File: src/rtl/matrix_mem_responder.sv
// ----------------------------------------------------------------------------
// matrix_mem_responder
//
// Memory-side responder for the coprocessor EXECUTE-stage start/wr/done
// handshake. Holds the matrix elements in an internal synchronous RAM and
// performs exactly one READ or WRITE per start assertion. Completion is a
// single-cycle done pulse; read data and the out-of-range error flag are held
// until the next completion.
//
// Handshake: the initiator raises start (a level) together with wr, address
// and wdata, and keeps start high until it sees done. The request fields are
// captured on the accepting edge only. done is high for exactly one cycle.
// A start that is still high after done parks the FSM in HOLD until it is
// released, so a held start can never launch a second operation. Dropping
// start before done does not cancel the operation.
//
// Ports
//   clk        in   1        system clock, rising edge
//   rst_n      in   1        asynchronous active-low reset
//   start      in   1        request level
//   wr         in   1        1 = WRITE, 0 = READ (sampled with start)
//   address    in   ADDR_W   element address (sampled with start)
//   wdata      in   DATA_W   write data (sampled with start)
//   done       out  1        one-cycle completion pulse
//   rdata      out  DATA_W   last read result, held until the next read completes
//   err        out  1        last completion was out of range, held until next done
//   busy       out  1        FSM is not in IDLE
//   op_count   out  16       completed requests, wraps modulo 2^16
//   state_dbg  out  3        current FSM state for observation
//
// READ_LAT must be in 1..3.
// ----------------------------------------------------------------------------
module matrix_mem_responder #(
    parameter int DATA_W   = 8,
    parameter int ADDR_W   = 5,
    parameter int DEPTH    = 25,
    parameter int READ_LAT = 1
) (
    input  logic              clk,
    input  logic              rst_n,
    input  logic              start,
    input  logic              wr,
    input  logic [ADDR_W-1:0] address,
    input  logic [DATA_W-1:0] wdata,
    output logic              done,
    output logic [DATA_W-1:0] rdata,
    output logic              err,
    output logic              busy,
    output logic [15:0]       op_count,
    output logic [2:0]        state_dbg
);

    typedef enum logic [2:0] {
        IDLE   = 3'd0,
        ACCESS = 3'd1,
        RWAIT  = 3'd2,
        DONE   = 3'd3,
        HOLD   = 3'd4
    } state_t;

    state_t state;
    state_t state_next;

    // Request fields captured on the accepting edge
    logic              wr_q;
    logic [ADDR_W-1:0] addr_q;
    logic [DATA_W-1:0] wdata_q;

    // Remaining RWAIT edges before the RAM output is taken
    logic [1:0]        wait_cnt;

    logic              in_range;
    logic              mem_we;
    logic              rd_en;

    logic [DATA_W-1:0] mem [DEPTH];
    logic [DATA_W-1:0] rd_pipe [READ_LAT];

    // Unsigned compare; addresses at or beyond DEPTH never alias into the array
    assign in_range = ({{(32-ADDR_W){1'b0}}, addr_q} < 32'(DEPTH));
    assign mem_we   = (state == ACCESS) && wr_q && in_range;
    assign rd_en    = (state == ACCESS) || (state == RWAIT);

    assign done      = (state == DONE);
    assign busy      = (state != IDLE);
    assign state_dbg = state;

    // ------------------------------------------------------------------
    // State register
    // ------------------------------------------------------------------
    always_ff @(posedge clk or negedge rst_n) begin
        if (!rst_n) begin
            state <= IDLE;
        end else begin
            state <= state_next;
        end
    end

    // ------------------------------------------------------------------
    // Next-state logic
    // ------------------------------------------------------------------
    always_comb begin
        state_next = state;
        unique case (state)
            IDLE: begin
                if (start) begin
                    state_next = ACCESS;
                end
            end
            ACCESS: begin
                if (!wr_q && in_range) begin
                    state_next = RWAIT;
                end else begin
                    state_next = DONE;
                end
            end
            RWAIT: begin
                if (wait_cnt == 2'd0) begin
                    state_next = DONE;
                end
            end
            DONE: begin
                state_next = start ? HOLD : IDLE;
            end
            HOLD: begin
                if (!start) begin
                    state_next = IDLE;
                end
            end
            default: begin
                state_next = IDLE;
            end
        endcase
    end

    // ------------------------------------------------------------------
    // Request capture, result registers and completion counter
    // ------------------------------------------------------------------
    always_ff @(posedge clk or negedge rst_n) begin
        if (!rst_n) begin
            wr_q     <= 1'b0;
            addr_q   <= '0;
            wdata_q  <= '0;
            wait_cnt <= 2'd0;
            rdata    <= '0;
            err      <= 1'b0;
            op_count <= 16'd0;
        end else begin
            unique case (state)
                IDLE: begin
                    if (start) begin
                        wr_q    <= wr;
                        addr_q  <= address;
                        wdata_q <= wdata;
                    end
                end
                ACCESS: begin
                    if (!in_range) begin
                        err <= 1'b1;
                        if (!wr_q) begin
                            rdata <= '0;
                        end
                    end else if (wr_q) begin
                        err <= 1'b0;
                    end else begin
                        wait_cnt <= 2'(READ_LAT - 1);
                    end
                end
                RWAIT: begin
                    if (wait_cnt == 2'd0) begin
                        rdata <= rd_pipe[READ_LAT-1];
                        err   <= 1'b0;
                    end else begin
                        wait_cnt <= wait_cnt - 2'd1;
                    end
                end
                DONE: begin
                    op_count <= op_count + 16'd1;
                end
                default: begin
                end
            endcase
        end
    end

    // ------------------------------------------------------------------
    // Matrix storage: not reset, contents survive rst_n.
    // The write happens on the ACCESS edge only, so a reset that arrives
    // earlier abandons the write.
    // ------------------------------------------------------------------
    always_ff @(posedge clk) begin
        if (mem_we) begin
            mem[addr_q] <= wdata_q;
        end
    end

    // Read path: stage 0 samples the array on the ACCESS edge, the remaining
    // stages model the extra RAM latency. addr_q is stable and no write can
    // occur while a read is in flight, so the last stage holds the element
    // on the edge where the RWAIT countdown reaches zero.
    always_ff @(posedge clk) begin
        if (rd_en) begin
            rd_pipe[0] <= (in_range) ? mem[addr_q] : '0;
            for (int i = 1; i < READ_LAT; i++) begin
                rd_pipe[i] <= rd_pipe[i-1];
            end
        end
    end

endmodule
File: config.mk
export PLATFORM = sky130hd
export DESIGN_NAME = matrix_mem_responder
export DESIGN_NICKNAME = d
export VERILOG_FILES = /design/src/rtl/matrix_mem_responder.sv
export SDC_FILE = /design/constraint.sdc
export NUM_CORES = 1
export LEC_CHECK = 0
export ABC_CLOCK_PERIOD_IN_PS = 6200
export CAP_MARGIN = 15
export CORE_ASPECT_RATIO = 2
export CORE_MARGIN = 2
export CORE_UTILIZATION = 45
export DETAILED_ROUTE_END_ITERATION = 10
export DONT_BUFFER_PORTS = 1
export PLACE_DENSITY_LB_ADDON = 0.1
export SLEW_MARGIN = 30
export SYNTH_ARGS = -nofsm -noshare
export SYNTH_HDL_FRONTEND = slang
export SYNTH_SLANG_ARGS = --single-unit
File: constraint.sdc
create_clock -name clk -period 6.2 [get_ports clk]
set_clock_uncertainty 0.05 [all_clocks]
set_input_delay 1.86 -clock clk [delete_from_list [all_inputs] [get_ports clk]]
set_output_delay 1.86 -clock clk [all_outputs]
set_load 0.05 [all_outputs]
==> results of run 1 <==
## metrics by stage
| stage | hold WS, ps | std cells | instance area, um2 | setup WS, ps |
|---|---|---|---|---|
| finish | 426 | 862 | 11000 | 2280 |
| CTS | 429 | 861 | 11000 | 2270 |
| global route | 440 | 862 | 11000 | 2210 |
| detailed placement | 409 | 820 | 10300 | 2830 |
| floorplan | 399 | 568 | 10000 | 2600 |
| global placement | 407 | 820 | 10300 | 2870 |
## final cells by class
type                            instances  area, um2
Antenna cell                            1       2.50
Inverter                                4       15.0
Tap cell                              276        345
Timing Repair Buffer                    8       60.1
Clock inverter                          5       32.5
Sequential cell                       252       7360
Clock buffer                           36        681
Multi-Input combinational cell        280       2510
Fill cell                            1809      11000
## synthesized netlist by cell type, types with 4 or more instances
cell	number
a22o_1	11
dfrtp_1	44
nor2b_1	5
mux2i_1	35
buf_4	8
xnor2_1	12
o21ai_0	5
edfxtp_1	208
or3_1	5
a22oi_1	8
o211ai_1	4
nand2b_1	6
mux4_1	8
clkbuf_1	11
a31oi_1	4
nand2_1	25
nand3_1	8
a21oi_1	4
inv_1	4
buf_2	11
mux4_2	23
nor2_1	36
mux2_2	17
a221oi_1	5
nor3_1	9
o22ai_1	8
nand4_1	8
## layer usage
| metal | vias to the layer above | track usage [%] | wire (um) |
|---|---|---|---|
| met4 | 0 | 11.5 | 1180 |
| met3 | 49 | 2.85 | 1020 |
| met5 | - | 0 | 0 |
| met1 | 2580 | 19.9 | 7570 |
| li1 | 2255 | - | - |
| met2 | 157 | 36.4 | 12800 |
## flip-flops by register name, summed over array words and instances (netlist names)
register	flops
rdata	8
addr_q	5
mem	200
state_dbg	3
rd_pipe	8
err	1
wait_cnt	2
op_count	16
wdata_q	8
wr_q	1
## how the worst min path moves through the flow
stage | endpoint | cells past startpoint
after floorplan | rdata[0] | 1
after global placement | rdata[6] | 1
after detailed placement | rdata[2] | 1
after CTS | rdata[2] | 1
after global routing | rdata[2] | 1
final | rdata[2] | 1
## cell families (layout without fill, tap and decap cells)
kind of cell	after synthesis	in the layout	synth area share, %
AO/OA/AOI/OAI	60	60	4.54
XOR/XNOR	15	15	1.31
adder cells (fa/ha/maj)	2	2	0.249
buffers and inverters	36	53	2.02
flip-flops	252	252	73.2
multiplexers	83	83	12.6
other	0	1	0
AND/OR/NAND/NOR	120	120	6.06
## power groups by stage
stage | Combinational [mW] | Sequential, mW | Clock, mW
2_1_floorplan | 1.05 | 2.59 | 0
3_5_place_dp | 1.29 | 2.82 | 0
3_3_place_gp | 1.27 | 2.80 | 0
6_report | 1.28 | 2.77 | 1.35
4_1_cts | 1.29 | 2.78 | 1.38
5_1_grt | 1.37 | 2.82 | 1.45
==> metrics.md, run 1 <==
| Metric | Value |
|---|---|
| H-tree Lvls | `1` |
| First-pass GRT wire length | `33.1 mm` |
| Share of cells above drive strength 1 | `16.8%` |
| Post-synthesis sequential area ratio | `73.2%` |
| Worst R2R End | `mem[13][1]` |
| Synth area leaders | `edfxtp_1 62%, dfrtp_1 11%, mux4_2 5.2%` |
| Yosys cell types | `49` |
| Setup Crit Path Kind | `flop to output port` |
| Antenna violations before repair | `1` |
| Commonest cells after routing, fill and taps aside | `208 x edfxtp_1, 37 x dfrtp_1, 35 x nor2_1, 35 x mux2i_1, 25 x nand2_1` |
| Overall Global Routing Usage | `19.6%` |
| Fraction of registers with async set/reset | `17.5%` |
| Gpl congestion | `0.904` |
| Clk sinks | `252` |
| HP Class | `flop to flop` |
| Post-synth EDFFs | `208` |
| Hold path start | `rd_pipe[0][2]` |
| Critical-path top delay cell | `dfrtp_1` |
| # rows | `77` |
| Critical Path Sink | `busy` |
| Die W | `110 um` |
| TritonCTS Buffers | `23` |
| Status | `complete, no violations` |
| Crit path max fanout | `15` |
| Clk_lat worst skew | `510 ps` |
| Achievable Freq | `255 MHz` |
| Cell taking the most area after synthesis | `edfxtp_1` |
| Startpoint types | `flop` |
| Top delay family on crit path | `flip-flops` |
| DP HPWL | `15.2 mm` |
| RSZ-0062 raised after global routing | `no` |
| FF-to-FF setup slack | `3140 ps` |
| VDD IR max | `0.272 mV` |
| Setup bufs post-CTS | `0` |
| Pwr Total | `5.39 mW` |
| Vias | `5,041` |
| Residual DRC | `0` |
| Worst path bufs/invs | `0` |
| CP Data Arrival Time | `2010 ps` |
| PostCTS Resize Cnt | `0` |
| Synth top area share | `62.2%` |
| Starting Density | `45.7%` |
| LEAKAGE | `3.70 nW` |
| Layout Utilization | `50.1%` |
| Post-synthesis cell count | `568` |
| Final TNS setup | `0 ps` |
| Fin crit share | `63.2%` |
| Area grow syn2layout | `9.58%` |
| Sw Ratio | `34.7%` |
| Clock Tree Buf Depth | `3` |
| 1st-pass router iterations | `4` |
| Final wirelength | `22.5 mm` |
| Vias in the first global route | `5,481` |
| WL/cell | `26.1 um` |
| Slew headroom | `34.8%` |
| P_int | `3.52 mW` |
| Most common cell after layout, fill and taps aside | `edfxtp_1` |
| # hold bufs at CTS | `0` |
| Antenna viol nets, final | `0` |
| CTS tree | `done` |
| Core Region | `22,000 um2` |
| Worst-Margin Slew | `974 ps` |
| Final nets | `588` |
| Power share of the clock group | `25.0%` |
| Die height | `215 um` |
| CP Depth | `1` |
| Setup crit end kind | `output port` |
| Final setup violation count | `0` |
| Final Critical Period | `3920 ps` |
| Combinational share of power | `23.6%` |
| Avg Cell Area, Syn | `17.7 um2` |
| Synth warnings | `0` |
| Worst setup startpoint | `state_dbg[2]` |
| Register share of total power | `51.3%` |
| Top FF cell, synth | `edfxtp_1` |
| Via/cell ratio | `5.85` |
| Full die area | `23,600 um2` |
| Clock slew at reported path FFs | `60 ps` |
| Pins Over Slew Limit | `0` |
| Reg2Reg Depth | `3` |
| # port buffers | `0` |
| Net Sw Power | `1.87 mW` |
| Slowest cell delay on critical path | `930 ps` |
| Max-cap violation count | `0` |
| Synthesized area | `10,000 um2` |
| Clk Tree Root Cell | `clkbuf_16` |
| IO Pins | `47` |
| Count of state elements after synthesis | `252` |
| CP required | `4290 ps` |
| Largest net degree at the start of global routing | `55` |
| Crit path cell chain | `or3_1` |
| Critical R2R Launch | `addr_q[3]` |
| Detailed router's first-iteration violation count | `368` |
| Hold Vio Cnt, Final | `0` |
| Syn_nets | `587` |
| GRT overflow | `0` |
| Power Density | `490 nW/um2` |
No activity file was read; power rests on OpenSTA's default activity.
==> run 2, diff against run 1 <==
--- a/config.mk
+++ b/config.mk
@@ -5,7 +5,7 @@
 export SDC_FILE = /design/constraint.sdc
 export NUM_CORES = 1
 export LEC_CHECK = 0
-export ABC_CLOCK_PERIOD_IN_PS = 6200
+export ABC_CLOCK_PERIOD_IN_PS = 3200
 export CAP_MARGIN = 15
 export CORE_ASPECT_RATIO = 2
 export CORE_MARGIN = 2
==> constraint.sdc (replaced) <==
create_clock -name clk -period 3.2 [get_ports clk]
set_clock_uncertainty 0.05 [all_clocks]
set_input_delay 0.96 -clock clk [delete_from_list [all_inputs] [get_ports clk]]
set_output_delay 0.96 -clock clk [all_outputs]
set_load 0.05 [all_outputs]
==> metrics.md, run 2 (same netlist as run 1, synthesis figures left out) <==
| Metric | Value |
|---|---|
| Status | `complete, no violations` |
| Pwr Total | `10.7 mW` |
| GRT overflow | `0` |
| Share of cells above drive strength 1 | `21.2%` |
| CP required | `2190 ps` |
| Hold Vio Cnt, Final | `0` |
| Worst-Margin Slew | `929 ps` |
| Die W | `110 um` |
| Achievable Freq | `359 MHz` |
| Area after DPL | `10,600 um2` |
| Antenna viol nets, final | `0` |
| Largest net degree at the start of global routing | `56` |
| Vias | `5,215` |
| TritonCTS Buffers | `23` |
| Post-Place Cells | `858` |
| Reg2Reg Depth | `5` |
| HP Class | `input pin to asynchronous set/reset pin` |
| Vias in the first global route | `5,626` |
| CP Depth | `1` |
| PostCTS Resize Cnt | `0` |
| Via/cell ratio | `5.78` |
| Post-layout instance area | `11,300 um2` |
| Final Critical Period | `2790 ps` |
| RSZ-0062 raised after global routing | `no` |
| # rows | `77` |
| Crit path max fanout | `15` |
| Full die area | `23,600 um2` |
| Antenna violations before repair | `2` |
| DP HPWL | `16.2 mm` |
| Slew headroom | `38.0%` |
| Clk_lat worst skew | `520 ps` |
| IO Pins | `47` |
| Power Density | `947 nW/um2` |
| Max reg flops | `200` |
| Final TNS setup | `0 ps` |
| Starting Density | `45.7%` |
| Detailed router's first-iteration violation count | `392` |
| WL/cell | `26.0 um` |
| Worst path bufs/invs | `0` |
| # hold bufs at CTS | `0` |
| Clk sinks | `252` |
| Setup WS post-layout | `413 ps` |
| Max-cap violation count | `0` |
| Final nets | `627` |
| Clk Tree Root Cell | `clkbuf_16` |
| Die height | `215 um` |
| Pins Over Slew Limit | `0` |
| Clock slew at reported path FFs | `70 ps` |
| Final wirelength | `23.4 mm` |
| 1st-pass router iterations | `5` |
| VDD IR max | `0.534 mV` |
| Setup bufs post-CTS | `0` |
| # port buffers | `0` |
| Top flop regs | `mem: 200 flops, op_count: 16 flops` |
| Top delay family on crit path | `simple AND/OR/NAND/NOR gates` |
| Final setup violation count | `0` |
| Area grow syn2layout | `12.4%` |
| Slowest cell delay on critical path | `690 ps` |
| Largest Register | `mem` |
| Crit path cell chain | `or3_1` |
| Commonest cells after routing, fill and taps aside | `208 x edfxtp_1, 46 x buf_4, 37 x dfrtp_1` |
| Gpl congestion | `0.873` |
| First-pass GRT wire length | `34.6 mm` |
| Layout Cells excl Fill | `902` |
| LEAKAGE | `3.90 nW` |
| H-tree Lvls | `1` |
| Most common cell after layout, fill and taps aside | `edfxtp_1` |
| CP Data Arrival Time | `1780 ps` |
| Startpoint types | `flop` |
| Clock Tree Buf Depth | `3` |
| Setup crit end kind | `output port` |
| Residual DRC | `0` |
| Overall Global Routing Usage | `20.6%` |
| Fin crit share | `87.1%` |
| Setup Crit Path Kind | `flop to output port` |
| Setup WS pre-CTS | `531 ps` |
| CTS tree | `done` |
| Core Region | `22,000 um2` |
| Critical-path top delay cell | `or3_1` |
## run 2: cell types whose count changed in the layout (fill, tap and decap cells not counted), sizes merged
cell,delta
clkinvlp,+1
buf,+39
bufinv,+1
diode,+1
clkbuf,-7
clkinv,+6
inv,-1
## run 2: where the power goes
group	leakage, nW	internal (mW)	switching (mW)
Clock	0.355	1.47	1.16
Sequential	2.43	4.30	1.14
Combinational	1.11	1.20	1.43
## run 2: final cells by class
| cell class | count | area, um2 |
|---|---|---|
| repair buffers | 47 | 360 |
| inverters | 4 | 15.0 |
| well taps | 276 | 345 |
| diodes | 2 | 5.00 |
| clock buffers | 29 | 628 |
| multi-input cells | 280 | 2490 |
| clock inverters | 12 | 86.3 |
| flip-flops and latches | 252 | 7360 |
| fillers | 1797 | 10700 |
## run 2: path summary, 6_finish.rpt
kind | start | endpoint | slack (ps)
max | state_dbg[2] | busy | 410
min | rst_n | rdata[0] | 80
max reg2reg | addr_q[0] | rd_pipe[0][0] | 600
min reg2reg | rd_pipe[0][6] | rdata[6] | 430
max in group asynchronous | rst_n | wdata_q[4] | 2900
min in group clk | rd_pipe[0][6] | rdata[6] | 430
## run 2: through the flow
stage          utilization (%)  hold WS [ps]
4_1_cts                   51.3          62.9
3_3_place_gp              48.0           417
5_1_grt                   51.4          58.8
6_report                  51.4          78.6
2_1_floorplan                -           399
3_5_place_dp              48.0           414
## run 2: layer usage
layer | vias to the layer above | wire length [um] | global-route usage, %
li1 | 2334 | - | -
met1 | 2696 | 7940 | 21.0
met2 | 142 | 13500 | 39.4
met3 | 43 | 925 | 2.64
met4 | 0 | 1080 | 9.79
met5 | - | 0 | 0
==> run 3, diff against run 2 <==
--- a/config.mk
+++ b/config.mk
@@ -10,6 +10,7 @@
 export CORE_ASPECT_RATIO = 2
 export CORE_MARGIN = 2
 export CORE_UTILIZATION = 45
+export CTS_CLUSTER_SIZE = 30
 export DETAILED_ROUTE_END_ITERATION = 10
 export DONT_BUFFER_PORTS = 1
 export PLACE_DENSITY_LB_ADDON = 0.1
==> results of run 3 <==
No change in the layout: final DEF, timing and power equal those of run 2.
